### config.mk
export PLATFORM = sky130hd
export DESIGN_NAME = line_oblique
export DESIGN_NICKNAME = d
export VERILOG_FILES = /design/src/rtl/line_oblique_pkg.sv /design/src/rtl/line_oblique_bresenham.sv /design/src/rtl/line_oblique.sv
export SDC_FILE = /design/constraint.sdc
export NUM_CORES = 1
export LEC_CHECK = 0
export ABC_AREA = 1
export CAP_MARGIN = 30
export CORE_ASPECT_RATIO = 0.6
export CORE_MARGIN = 1
export CORE_UTILIZATION = 25
export DETAILED_ROUTE_END_ITERATION = 10
export PLACE_DENSITY_LB_ADDON = 0.1
export SYNTH_ARGS = -nofsm -noshare
export SYNTH_HDL_FRONTEND = slang
export SYNTH_HIERARCHICAL = 1
export SYNTH_SLANG_ARGS = --single-unit
### constraint.sdc
create_clock -name clk -period 6.3 [get_ports clk]
set_input_delay 1.575 -clock clk [delete_from_list [all_inputs] [get_ports clk]]
set_output_delay 1.575 -clock clk [all_outputs]
set_load 0.02 [all_outputs]
### src/rtl/line_oblique_pkg.sv
// Shared timing, colour, engine-state and span types for the oblique line renderer.
package line_oblique_pkg;

  localparam int unsigned H_ACTIVE = 800;
  localparam int unsigned H_TOTAL  = 1056;
  localparam int unsigned V_ACTIVE = 480;
  localparam int unsigned V_TOTAL  = 525;

  localparam int unsigned XW = 11;
  localparam int unsigned YW = 10;
  localparam int unsigned CW = 8;
  localparam int unsigned EW = 13;

  localparam logic [CW-1:0] COL_LINE = 8'hFF;
  localparam logic [CW-1:0] COL_BG   = 8'h00;

  typedef enum logic [1:0] {
    ST_IDLE = 2'd0,
    ST_STEP = 2'd1,
    ST_WAIT = 2'd2,
    ST_DONE = 2'd3
  } eng_state_e;

  typedef struct packed {
    logic          valid;
    logic [XW-1:0] lo;
    logic [XW-1:0] hi;
  } span_t;

endpackage

### src/rtl/line_oblique_bresenham.sv
// Bresenham engine: walks the segment one point per clock, one row ahead of display,
// and hands a per-row x-span to the display on each end-of-row pulse.
module line_oblique_bresenham
  import line_oblique_pkg::*;
(
  input  logic          clk,
  input  logic          rst_n,
  input  logic          i_load,
  input  logic [XW-1:0] i_x0,
  input  logic [YW-1:0] i_y0,
  input  logic [XW-1:0] i_x1,
  input  logic [YW-1:0] i_y1,
  input  logic          i_row_end,
  input  logic [YW-1:0] i_row,
  output logic [XW-1:0] o_xline,
  output logic [YW-1:0] o_yline,
  output span_t         o_span,
  output logic          o_done
);

  eng_state_e           r_state, w_state_nxt;
  logic [XW-1:0]        r_xline, w_xline_nxt, r_xend;
  logic [YW-1:0]        r_yline, w_yline_nxt, r_yend;
  logic signed [EW-1:0] r_err, w_err_nxt, r_dx, r_dy;
  logic                 r_sx_neg;
  logic                 r_done, w_done_nxt;
  span_t                r_work, w_work_nxt, r_disp, w_disp_nxt;

  // Endpoint normalisation so the walk always moves downward in y
  logic          w_swap;
  logic [XW-1:0] w_lx0, w_lx1, w_ldx;
  logic [YW-1:0] w_ly0, w_ly1, w_ldy;
  assign w_swap = i_y1 < i_y0;
  assign w_lx0  = w_swap ? i_x1 : i_x0;
  assign w_ly0  = w_swap ? i_y1 : i_y0;
  assign w_lx1  = w_swap ? i_x0 : i_x1;
  assign w_ly1  = w_swap ? i_y0 : i_y1;
  assign w_ldx  = (w_lx1 >= w_lx0) ? (w_lx1 - w_lx0) : (w_lx0 - w_lx1);
  assign w_ldy  = w_ly1 - w_ly0;

  logic signed [EW:0] w_e2, w_dx_e, w_dy_e;
  logic               w_cx, w_cy, w_on_row, w_at_end;
  logic [XW-1:0]      w_xadv;
  logic [YW-1:0]      w_yadv;
  assign w_e2     = {r_err, 1'b0};
  assign w_dx_e   = {r_dx[EW-1], r_dx};
  assign w_dy_e   = {r_dy[EW-1], r_dy};
  assign w_cx     = w_e2 > -w_dy_e;
  assign w_cy     = w_e2 < w_dx_e;
  assign w_xadv   = !w_cx ? r_xline : (r_sx_neg ? r_xline - XW'(1) : r_xline + XW'(1));
  assign w_yadv   = w_cy ? r_yline + YW'(1) : r_yline;
  assign w_on_row = r_yline == i_row;
  assign w_at_end = (r_xline == r_xend) && (r_yline == r_yend);

  always_ff @(posedge clk or negedge rst_n) begin
    if (!rst_n) begin
      r_state  <= ST_IDLE;
      r_xline  <= '0;
      r_yline  <= '0;
      r_err    <= '0;
      r_work   <= '0;
      r_disp   <= '0;
      r_done   <= 1'b0;
      r_xend   <= '0;
      r_yend   <= '0;
      r_dx     <= '0;
      r_dy     <= '0;
      r_sx_neg <= 1'b0;
    end else begin
      r_state <= w_state_nxt;
      r_xline <= w_xline_nxt;
      r_yline <= w_yline_nxt;
      r_err   <= w_err_nxt;
      r_work  <= w_work_nxt;
      r_disp  <= w_disp_nxt;
      r_done  <= w_done_nxt;
      if (i_load) begin
        r_xend   <= w_lx1;
        r_yend   <= w_ly1;
        r_dx     <= EW'(w_ldx);
        r_dy     <= EW'(w_ldy);
        r_sx_neg <= w_lx1 < w_lx0;
      end
    end
  end

  // Rows above the start point are skipped without stepping so no point is lost
  always_comb begin
    w_state_nxt = r_state;
    w_xline_nxt = r_xline;
    w_yline_nxt = r_yline;
    w_err_nxt   = r_err;
    w_work_nxt  = r_work;
    w_disp_nxt  = r_disp;
    w_done_nxt  = r_done;
    if (i_load) begin
      w_state_nxt = ST_STEP;
      w_xline_nxt = w_lx0;
      w_yline_nxt = w_ly0;
      w_err_nxt   = EW'(w_ldx) - EW'(w_ldy);
      w_work_nxt  = '0;
      w_disp_nxt  = '0;
      w_done_nxt  = 1'b0;
    end else begin
      case (r_state)
        ST_STEP: begin
          if (r_yline > i_row) begin
            w_state_nxt = ST_WAIT;
          end else begin
            if (w_on_row) begin
              w_work_nxt.valid = 1'b1;
              w_work_nxt.lo = (!r_work.valid || r_xline < r_work.lo) ? r_xline : r_work.lo;
              w_work_nxt.hi = (!r_work.valid || r_xline > r_work.hi) ? r_xline : r_work.hi;
            end
            if (w_at_end) begin
              w_state_nxt = ST_DONE;
              w_done_nxt  = 1'b1;
            end else begin
              w_xline_nxt = w_xadv;
              w_yline_nxt = w_yadv;
              w_err_nxt   = r_err - (w_cx ? r_dy : '0) + (w_cy ? r_dx : '0);
              if (w_yadv > i_row) w_state_nxt = ST_WAIT;
            end
          end
        end
        ST_WAIT, ST_DONE: begin
          if (i_row_end) begin
            w_disp_nxt = r_work;
            w_work_nxt = '0;
            if (r_state == ST_WAIT) w_state_nxt = ST_STEP;
          end
        end
        default: ;
      endcase
    end
  end

  assign o_xline = r_xline;
  assign o_yline = r_yline;
  assign o_span  = r_disp;
  assign o_done  = r_done;

endmodule

### src/rtl/line_oblique.sv
// Oblique line renderer: raster scan counters, Bresenham engine and white-on-black
// colour mux for the MTL LCD pixel stream.
module line_oblique
  import line_oblique_pkg::*;
#(
  parameter int unsigned P_H_ACTIVE = H_ACTIVE,
  parameter int unsigned P_H_TOTAL  = H_TOTAL,
  parameter int unsigned P_V_ACTIVE = V_ACTIVE,
  parameter int unsigned P_V_TOTAL  = V_TOTAL
)(
  input  logic          clk,
  input  logic          reset,
  input  logic [XW-1:0] x_offset,
  input  logic [YW-1:0] y_offset,
  input  logic [XW-1:0] x_final,
  input  logic [YW-1:0] y_final,
  output logic [CW-1:0] red,
  output logic [CW-1:0] green,
  output logic [CW-1:0] blue,
  output logic [XW-1:0] Xcount,
  output logic [YW-1:0] Ycount,
  output logic [XW-1:0] Xline,
  output logic [YW-1:0] Yline,
  output logic          x_period,
  output logic          y_period,
  output logic          start_mark,
  output logic          done_mark,
  output logic          curseur
);

  logic [XW-1:0] r_xcount, w_xcount_nxt;
  logic [YW-1:0] r_ycount, w_ycount_nxt;
  logic          r_xper, r_yper, r_start;
  logic [YW-1:0] r_row;
  logic          w_xwrap, w_xper_nxt;
  span_t         w_span;

  assign w_xwrap      = r_xcount == XW'(P_H_TOTAL - 1);
  assign w_xcount_nxt = w_xwrap ? '0 : r_xcount + XW'(1);
  assign w_ycount_nxt = !w_xwrap ? r_ycount :
                        (r_ycount == YW'(P_V_TOTAL - 1)) ? '0 : r_ycount + YW'(1);
  assign w_xper_nxt   = w_xcount_nxt == XW'(P_H_TOTAL - 1);

  // Pulses are pre-decoded from the next count so they align with the count they mark
  always_ff @(posedge clk or negedge reset) begin
    if (!reset) begin
      r_xcount <= '0;
      r_ycount <= '0;
      r_xper   <= 1'b0;
      r_yper   <= 1'b0;
      r_start  <= 1'b0;
      r_row    <= '0;
    end else begin
      r_xcount <= w_xcount_nxt;
      r_ycount <= w_ycount_nxt;
      r_xper   <= w_xper_nxt;
      r_yper   <= w_xper_nxt && (w_ycount_nxt == YW'(P_V_TOTAL - 1));
      r_start  <= w_xper_nxt && (w_ycount_nxt == YW'(P_V_TOTAL - 2));
      if (r_start)     r_row <= '0;
      else if (r_xper) r_row <= r_row + YW'(1);
    end
  end

  line_oblique_bresenham u_bresenham (
    .clk       (clk),
    .rst_n     (reset),
    .i_load    (r_start),
    .i_x0      (x_offset),
    .i_y0      (y_offset),
    .i_x1      (x_final),
    .i_y1      (y_final),
    .i_row_end (r_xper),
    .i_row     (r_row),
    .o_xline   (Xline),
    .o_yline   (Yline),
    .o_span    (w_span),
    .o_done    (done_mark)
  );

  assign curseur = (r_xcount < XW'(P_H_ACTIVE)) && (r_ycount < YW'(P_V_ACTIVE)) &&
                   w_span.valid && (r_xcount >= w_span.lo) && (r_xcount <= w_span.hi);

  assign red        = curseur ? COL_LINE : COL_BG;
  assign green      = curseur ? COL_LINE : COL_BG;
  assign blue       = curseur ? COL_LINE : COL_BG;
  assign Xcount     = r_xcount;
  assign Ycount     = r_ycount;
  assign x_period   = r_xper;
  assign y_period   = r_yper;
  assign start_mark = r_start;

endmodule

==> run_results.csv, run 1 <==
group,metric,value,unit
critical_path,crit_required,6.64,ns
floorplanning,io_pins,115,
final_layout,num_antenna_cells,0,
clock_network,ctsLongestPathBuffers,2,
power,seqPwrFrac,35.9,%
placement,gp_congestion,0.880,
final_layout,fillers,5967,
critical_path,cp-end-kind,"register",
critical_path,crit_family,"simple AND/OR/NAND/NOR gates",
global_route,grt_pass1_vias,12400,
clock_network,cts_tree,"built",
sta,final-hold-violation-count,0,
synth,synth.net_count,2150,
critical_path,cp.buffers_inverters,7,
clock_network,cts.sinks,160,
global_route,grt_overflow,0,
route,finalWirelength,48100,um
synth,async_flop_share,100,%
synth,synth_most_common_cell,"nand2_1",
power,power.switching,0.00101,W
global_route,grt_usage,17.4,%
sta,skew,0.0138,ns
power,p_clk_share,36.0,%
power,p_int,0.00188,W
floorplanning,die_x,305,um
sta,setup_tns,0,ns
route,wl_per_cell,17.2,um
floorplanning,start_util,25.4,%
synth,ys_warn_count,6,
final_layout,fin_nets,2256,
global_route,grt_start_max_net_pins,83,
synth,synthFlopType,"dfrtp_1",
power,combPwrFrac,28.1,%
power,irDropWorstVdd,0.190,mV
floorplanning,core_area,54300,um^2
route,via_per_inst,4.59,
critical_path,critPathMaxStageDelay,0.47,ns
critical_path,crit_type,"input pin to register",
sta,holdWs,0.480,ns
placement,dp_hpwl,38500,um
worst_hold_path,holdCritPathClass,"register to register",
route,drtPass1Iterations,5,
route,drc,0,
clock_network,numCtsBuffers,17,
clock_network,h-tree-depth,4,
clock_network,clkTransAtPathRegs,0.07,ns
synth,synth_area_leaders,"dfrtp_1 29%, nand2_1 14%, ha_1 12%, inv_1 8.5%, o21ai_0 4.8%",
critical_path,crit_path_top_delay_cell,"clkdlybuf4s50_1",
synth,synth_area,13800,um^2
global_route,grt_pass1_wl,74200,um
sta,fmax,0.173,GHz
synth,synth_edf_count,0,
synth,synth_cells,1957,
sta,max_slew_margin,30.5,%
clock_network,cts-root-buf,"clkbuf_16",
route,drt_iter0_markers,814,
sta,fin_crit,5.78,ns
critical_path,crit_fanout,37,
sta,finalSetupViolCount,0,
power,swShare,34.9,%
synth,synth_common_cells,"503 x nand2_1, 313 x inv_1, 160 x dfrtp_1",
floorplanning,die_y,184,um
synth,ys_seq_elements,160,
final_layout,drive_gt1_share,7.08,%
run,maxCapViolCount,0,
sta,rsz0062_at_grt,"no",
synth,yosysTopAreaCellShare,29.0,%
critical_path,cp_common_cell,"nand2_1",
power,power.density,177,nW/um^2
outcome,status,"complete, no violations",
synth,synth_top_area_cell,"dfrtp_1",
synth,post_synth.cell_area_avg,7.05,um^2
critical_path,start_kind,"input pin",
critical_path,cp.arrival,6.12,ns
final_layout,syn2layout_area_growth,18.1,%
floorplanning,dieArea,56200,um^2
route,dr_total_vias,12800,
floorplanning,num_rows,66,
sta,fin_crit_sh,91.7,%
clock_network,clkLatencyLatePin,0.45,ns
route,ant_nets,0,
synth,ys_seq_area_share,29.0,%
sta,worst_pin_slew,1.04,ns
placement,io_buffer_count,114,
synth,yosys.cell_types.count,55,
global_route,antenna_found_initial,0,
sta,drv_slew,0,
power,p_leak,8.19,nW
-- metal layers --
layer	vias to the layer above	track usage, %	wire length, um
met3	20	2.70	2080
li1	6503	-	-
met2	256	23.7	18300
met1	6025	28.1	27300
met5	-	0	0
met4	0	2.67	357
-- state kept, by name, indices dropped and copies added, names as in the netlist, 2 cells and up --
signal               flops
Xcount                  11
u_bresenham/o_xline     11
u_bresenham/r_dy        10
u_bresenham/r_state      2
Ycount                  10
u_bresenham/r_yend      10
u_bresenham/r_dx        11
u_bresenham/o_span      23
u_bresenham/o_yline     10
u_bresenham/r_err       13
r_row                   10
u_bresenham/r_xend      11
u_bresenham/r_work      23
-- power by group through the flow --
stage / Clock, W / Combinational (W) / Sequential [W]
2_1_floorplan: 0 / 0.000529 / 0.00105
3_3_place_gp: 0 / 0.000811 / 0.00106
3_5_place_dp: 0 / 0.000805 / 0.00106
4_1_cts: 0.00108 / 0.000809 / 0.00104
5_1_grt: 0.00112 / 0.000907 / 0.00104
6_report: 0.00104 / 0.000811 / 0.00104
-- tightest hold or removal path, delay by kind of cell (launching register included) --
kind	cells	cell delay [ns]
DFF	1	0.35
and+or+nand+nor	2	0.11
-- worst paths after layout --
| kind | from | endpoint | slack, ns | cells after the start |
|---|---|---|---|---|
| max | y_offset[3] | u_bresenham/r_err[9]$_DFFE_PN0P_ | 0.52 | 29 |
| min | u_bresenham/o_span[11]$_DFFE_PN0P_ | u_bresenham/o_span[11]$_DFFE_PN0P_ | 0.48 | 2 |
| max reg2reg | u_bresenham/r_dy[0]$_DFFE_PN0P_ | u_bresenham/r_err[12]$_DFFE_PN0P_ | 0.55 | 33 |
| min reg2reg | u_bresenham/o_span[11]$_DFFE_PN0P_ | u_bresenham/o_span[11]$_DFFE_PN0P_ | 0.48 | 2 |
| max in group asynchronous | reset | u_bresenham/o_yline[3]$_DFFE_PN0P_ | 4.13 | 2 |
| min in group asynchronous | reset | u_bresenham/r_work[17]$_DFFE_PN0P_ | 1.18 | 1 |
-- cells by family (layout without fill, tap and decap cells) --
family | after synthesis | count (layout) | synth area share (%)
buffers and inverters | 386 | 504 | 11.9
DFF | 160 | 160 | 29.0
AOI/OAI and AO/OA | 340 | 340 | 14.0
adders and majority gates | 149 | 149 | 14.2
and+or+nand+nor | 853 | 853 | 26.5
xor gates and xnor gates | 69 | 69 | 4.43
-- stage by stage --
stage	instances	setup WS (ns)	cell area (um^2)	total power, W	utilization (%)
2_1_floorplan	1957	1.24	13800	0.00158	-
3_3_place_gp	2757	0.119	15700	0.00187	28.9
3_5_place_dp	2758	0.151	15700	0.00186	29.0
4_1_cts	2789	0.307	16300	0.00292	30.0
5_1_grt	2789	0.00993	16300	0.00307	30.0
6_report	2789	0.522	16300	0.00288	30.0
-- cell type report --
class / count / area [um^2] / share of cell area, %
multi-input cells: 1411 / 8170 / 50.1
repair buffers: 155 / 1490 / 9.13
well taps: 714 / 893 / 5.48
flip-flops and latches: 160 / 4010 / 24.6
inverters: 318 / 1190 / 7.32
clock buffers: 21 / 460 / 2.83
clock inverters: 10 / 88.8 / 0.545
-- cell usage in the layout, fill, tap and decap left out, drive strengths merged, types with 2 or more instances in the layout --
cell type / instances
inv: 319
ha: 137
nor4: 6
and3: 2
a2111oi: 2
nand3b: 3
xor2: 51
o221ai: 10
a211oi: 5
and2: 2
buf: 42
clkdlybuf4s50: 113
o21a: 3
dfrtp: 160
or2: 9
fa: 12
nor3: 18
nand2: 531
a21boi: 2
clkbuf: 21
o211ai: 12
a221oi: 11
a31oi: 10
o22ai: 3
xnor2: 18
a21o: 3
a21oi: 95
o21bai: 3
clkinv: 7
o21ai: 177
nor3b: 2
nand3: 90
nand4: 27
nor2: 163
-- what timing repair did --
action,4_1_cts,5_1_grt
setup buffers,0,0
hold buffers,0,0
setup endpoints to repair,0,4
resized for setup,0,3
Note: power is estimated with default switching activity, not from simulation.
==> run 2, diff against run 1 <==
- GPL_TIMING_DRIVEN: unset -> 1
- SKIP_CTS_REPAIR_TIMING: unset -> 1
==> results of run 2 <==
The final DEF is identical to that of run 1; final timing and power are the same.
==> run 3, diff against run 2 <==
- ABC_CLOCK_PERIOD_IN_PS: unset -> 6300
==> results of run 3 <==
The final DEF is identical to that of run 1; final timing and power are the same.
==> RTL change 1: new RTL, flow settings as in run 3 <==
Register the input `x_offset` before use, cleared by the reset. The logic sees it one clock later. The other inputs are not delayed to match.
--- a/src/rtl/line_oblique.sv
+++ b/src/rtl/line_oblique.sv
@@ -27,6 +27,16 @@
   output logic          done_mark,
   output logic          curseur
 );
+
+  logic [XW-1:0] x_offset_q;
+
+  always_ff @(posedge clk or negedge reset) begin
+    if (!reset) begin
+      x_offset_q <= '0;
+    end else begin
+      x_offset_q <= x_offset;
+    end
+  end
 
   logic [XW-1:0] r_xcount, w_xcount_nxt;
   logic [YW-1:0] r_ycount, w_ycount_nxt;
@@ -65,7 +75,7 @@
     .clk       (clk),
     .rst_n     (reset),
     .i_load    (r_start),
-    .i_x0      (x_offset),
+    .i_x0      (x_offset_q),
     .i_y0      (y_offset),
     .i_x1      (x_final),
     .i_y1      (y_final),
Check against the original RTL: same outputs for any inputs over 10 cycles, from zero or initial values and one cycle with reset low; that may be too few to reach the edited logic, so the function may still have changed.
==> RTL change 1 against run 3 <==
Sequential cell count grew 11. Synthesized cell count shrank 0.87%. Fmax grew 0.56%. Setup slack gained 32 ps. Routed wire length shrank 1.5%. Power grew 7.8%. Critical path depth grew 6. Clock power grew 4%. Design area grew 3.1%. Count of clock-buffer cells in the layout shrank 4. Final cell count grew 1.9%. Synthesized area grew 1.2%. Largest power group unchanged.
==> RTL change 1: results <==
export IMPL_outcome="complete, no violations"
export IMPL_grt_pass1_vias=12450
export IMPL_numPortBuffers=114
export IMPL_use_met1_pct=27.99
export IMPL_met3_length_um=1592
export IMPL_holdPathEnd="u_bresenham/o_span[5]"
export IMPL_synth_distinct_cells=57
export IMPL_ys_seq_area_share_pct=30.65
export IMPL_antenna_found_initial=1
export IMPL_drive_above_1_share_pct=8.735
export IMPL_grt_usage_pct=17.11
export IMPL_hpwl_um=38240
export IMPL_slowest_delay_ps=520
export IMPL_ir_drop_v=0.0001673
export IMPL_use_met3_pct=2.288
export IMPL_ys_top_cells_by_area="dfrtp_1 (31%), nand2_1 (13%), ha_1 (12%), inv_1 (8.5%), o21ai_0 (4.9%)"
export IMPL_synth_commonest_cells="nand2_1 (471), inv_1 (315), dfrtp_1 (171)"
export IMPL_fill_cells=5957
export IMPL_power_leakage_uw=0.008393
export IMPL_cp_top_family="simple AND/OR/NAND/NOR gates"
export IMPL_crit_arrival_ps=6090
export IMPL_drt_total_wl_um=47340
export IMPL_power_switching_uw=1105
export IMPL_whs_ps=487.3
export IMPL_hp_start="u_bresenham/o_span[5]"
export IMPL_grt_max_degree=99
export IMPL_synthArstFlopShare_pct=100.0
export IMPL_tightest_slew_ps=1032
export IMPL_startpoint="u_bresenham/r_dy[0]"
export IMPL_slowest_stage="fa_1"
export IMPL_clock_skew_ps=17.69
export IMPL_use_met2_pct=23.17
export IMPL_wl_met2_um=17930
export IMPL_syn_nets=2133
export IMPL_power_frac_seq_pct=35.7
export IMPL_drt_met1_wl_um=27470
export IMPL_routabilityCongestion=0.8777
export IMPL_power_share_combinational_pct=29.4
export IMPL_final_nets=2275
export IMPL_firstDrtPassIters=5
export IMPL_insertion_delay_ps=460
export IMPL_grt_pass1_wl_um=74130
export IMPL_via_per_inst=4.509
export IMPL_comb_cell_power_uw=915
export IMPL_clk_pin_slew_ps=90
export IMPL_worstRegToRegCells=35
export IMPL_drt_iter0_markers=825
export IMPL_crit_path_max_fanout=5
-- RTL change 1: stage by stage --
stage	area (um^2)	instances	setup slack, ps	utilization, %
6_report	16800	2843	554.4	30.74
2_1_floorplan	13960	1940	1240	-
4_1_cts	16800	2843	480.1	30.73
3_5_place_dp	16220	2811	124.8	29.67
5_1_grt	16800	2843	6.335	30.74
3_3_place_gp	16210	2810	185.4	29.65
-- RTL change 1: cells by family after synthesis --
kind of cell / after synthesis / synth area share, %
AND/OR/NAND/NOR: 819 / 25.32
AO/OA/AOI/OAI: 348 / 14.14
buffers and inverters: 384 / 11.51
XOR/XNOR: 69 / 4.382
adder cells (fa/ha/maj): 149 / 14.00
flip-flops: 171 / 30.65
-- RTL change 1: layout make-up --
class                      instances  share of cell area [%]
tap                              748                   5.570
clock buffer                      17                   2.532
timing repair buffer             188                   10.29
sequential                       171                   25.47
multi-input combinational       1385                   48.10
inverter                         319                   7.126
clock inverter                    15                  0.9085
==> RTL change 2: new RTL, flow settings as in run 3 <==
Made on the original files. Change the package constant `XW` from 11 to 13.
--- a/src/rtl/line_oblique_pkg.sv
+++ b/src/rtl/line_oblique_pkg.sv
@@ -6,7 +6,7 @@
   localparam int unsigned V_ACTIVE = 480;
   localparam int unsigned V_TOTAL  = 525;
 
-  localparam int unsigned XW = 11;
+  localparam int unsigned XW = 13;
   localparam int unsigned YW = 10;
   localparam int unsigned CW = 8;
   localparam int unsigned EW = 13;
Interface: changed (resized Xcount, Xline, x_final and x_offset); port bits go from 115 to 123. No check against the original RTL was run, so the function may have changed too.
==> RTL change 2 against run 3 <==
Setup slack worse by 190 ps. First-iteration DRC count up 14%. Register-to-register slack better by 170 ps. Via count up 15%. Global-route usage up 0.19 points. Routed wire length up 12%. Combinational power up 31%. Sequential cell count up 16. Power up 16%. Worst hold slack better by 5.9 ps. Clock skew up 11 ps. Design area up 16%. Synthesized area up 11%. Critical path type unchanged. Largest power group is now the clock network.
==> RTL change 2: results <==
export IMPL_switching_share_pct=33.02
export IMPL_multi_input_area_um2=9235
export IMPL_use_met3_pct=2.617
export IMPL_worstRegToRegCells=25
export IMPL_drt_wirelength_per_cell_um=16.69
export IMPL_grt_pass1_wl_um=84440
export IMPL_ir_drop_v=0.0001227
export IMPL_drt_iter0_markers=926
export IMPL_syn_nets=2406
export IMPL_antenna_found_initial=1
export IMPL_nNonClkInverters=329
export IMPL_seq_cells=176
export IMPL_ys_top_cells_by_area="dfrtp_1 (29%), nand2_1 (16%), ha_1 (12%), inv_1 (7.8%), o21ai_0 (5.3%)"
export IMPL_crit_arrival_ps=6290
export IMPL_power_leakage_uw=0.009665
export IMPL_vias=14760
export IMPL_wl_met2_um=19500
export IMPL_grt_max_degree=149
export IMPL_buf_share_pct=12.71
export IMPL_avgSynthCellArea_um2=6.957
export IMPL_layout_cells_non_filler=3230
export IMPL_outcome="complete, no violations"
export IMPL_drt_met1_wl_um=31060
export IMPL_fin_area_um2=18900
export IMPL_numPortBuffers=122
export IMPL_num_rows=69
export IMPL_crit_path_max_fanout=15
export IMPL_final_nets=2613
export IMPL_whs_ps=485.7
export IMPL_grt_pass1_vias=14150
export IMPL_ys_seq_area_share_pct=28.84
RTL change 2: changes by cell type in the layout (fill, tap and decap cells not counted), sizes merged, moves of 7 or more:
cell / run 3 / this run
clkdlybuf4s50: 113 / 121
o21ai: 177 / 202
nand2: 531 / 647
dfrtp: 160 / 176
buf: 42 / 142
ha: 137 / 151
a21oi: 95 / 115
inv: 319 / 329
nand4: 27 / 59
nand3: 90 / 100
nor2: 163 / 152
o211a: 0 / 7
a221oi: 11 / 3
RTL change 2: logic make-up (layout without fill, tap and decap cells):
logic type,count (synthesis),after routing,share of synthesized area [%]
flip-flops,176,176,28.84
buffers and inverters,406,625,11.22
AND/OR/NAND/NOR,994,994,27.70
XOR/XNOR,71,71,4.072
adder cells (fa/ha/maj),163,163,13.95
multiplexers,1,1,0.06555
AO/OA/AOI/OAI,384,384,14.15
RTL change 2: how the worst max path moves through the flow:
stage	start	to	slack, ps	depth (start not counted)
floorplan	y_offset[8]	u_bresenham/r_err[11]	720	33
global placement	y_offset[9]	u_bresenham/r_err[10]	-150	34
detailed placement	y_offset[9]	u_bresenham/r_err[12]	-310	35
CTS	y_offset[9]	u_bresenham/r_err[12]	160	35
global route	y_offset[7]	u_bresenham/r_err[12]	-20	32
finish	y_offset[7]	u_bresenham/r_err[12]	330	36
RTL change 2: critical path: cells and delay by family:
kind	cells	cell delay, ps
adder cells (fa/ha/maj)	2	770
AND/OR/NAND/NOR	25	2570
buffers and inverters	5	930
AO/OA/AOI/OAI	4	440
RTL change 2: power groups by stage:
| stage | combinational, uW | sequential (uW) | clock [uW] |
|---|---|---|---|
| floorplan | 517 | 1160 | 0 |
| global placement | 1000 | 1160 | 0 |
| detailed placement | 1000 | 1160 | 0 |
| CTS | 1010 | 1140 | 1190 |
| global route | 1190 | 1140 | 1240 |
| finish | 1060 | 1140 | 1150 |
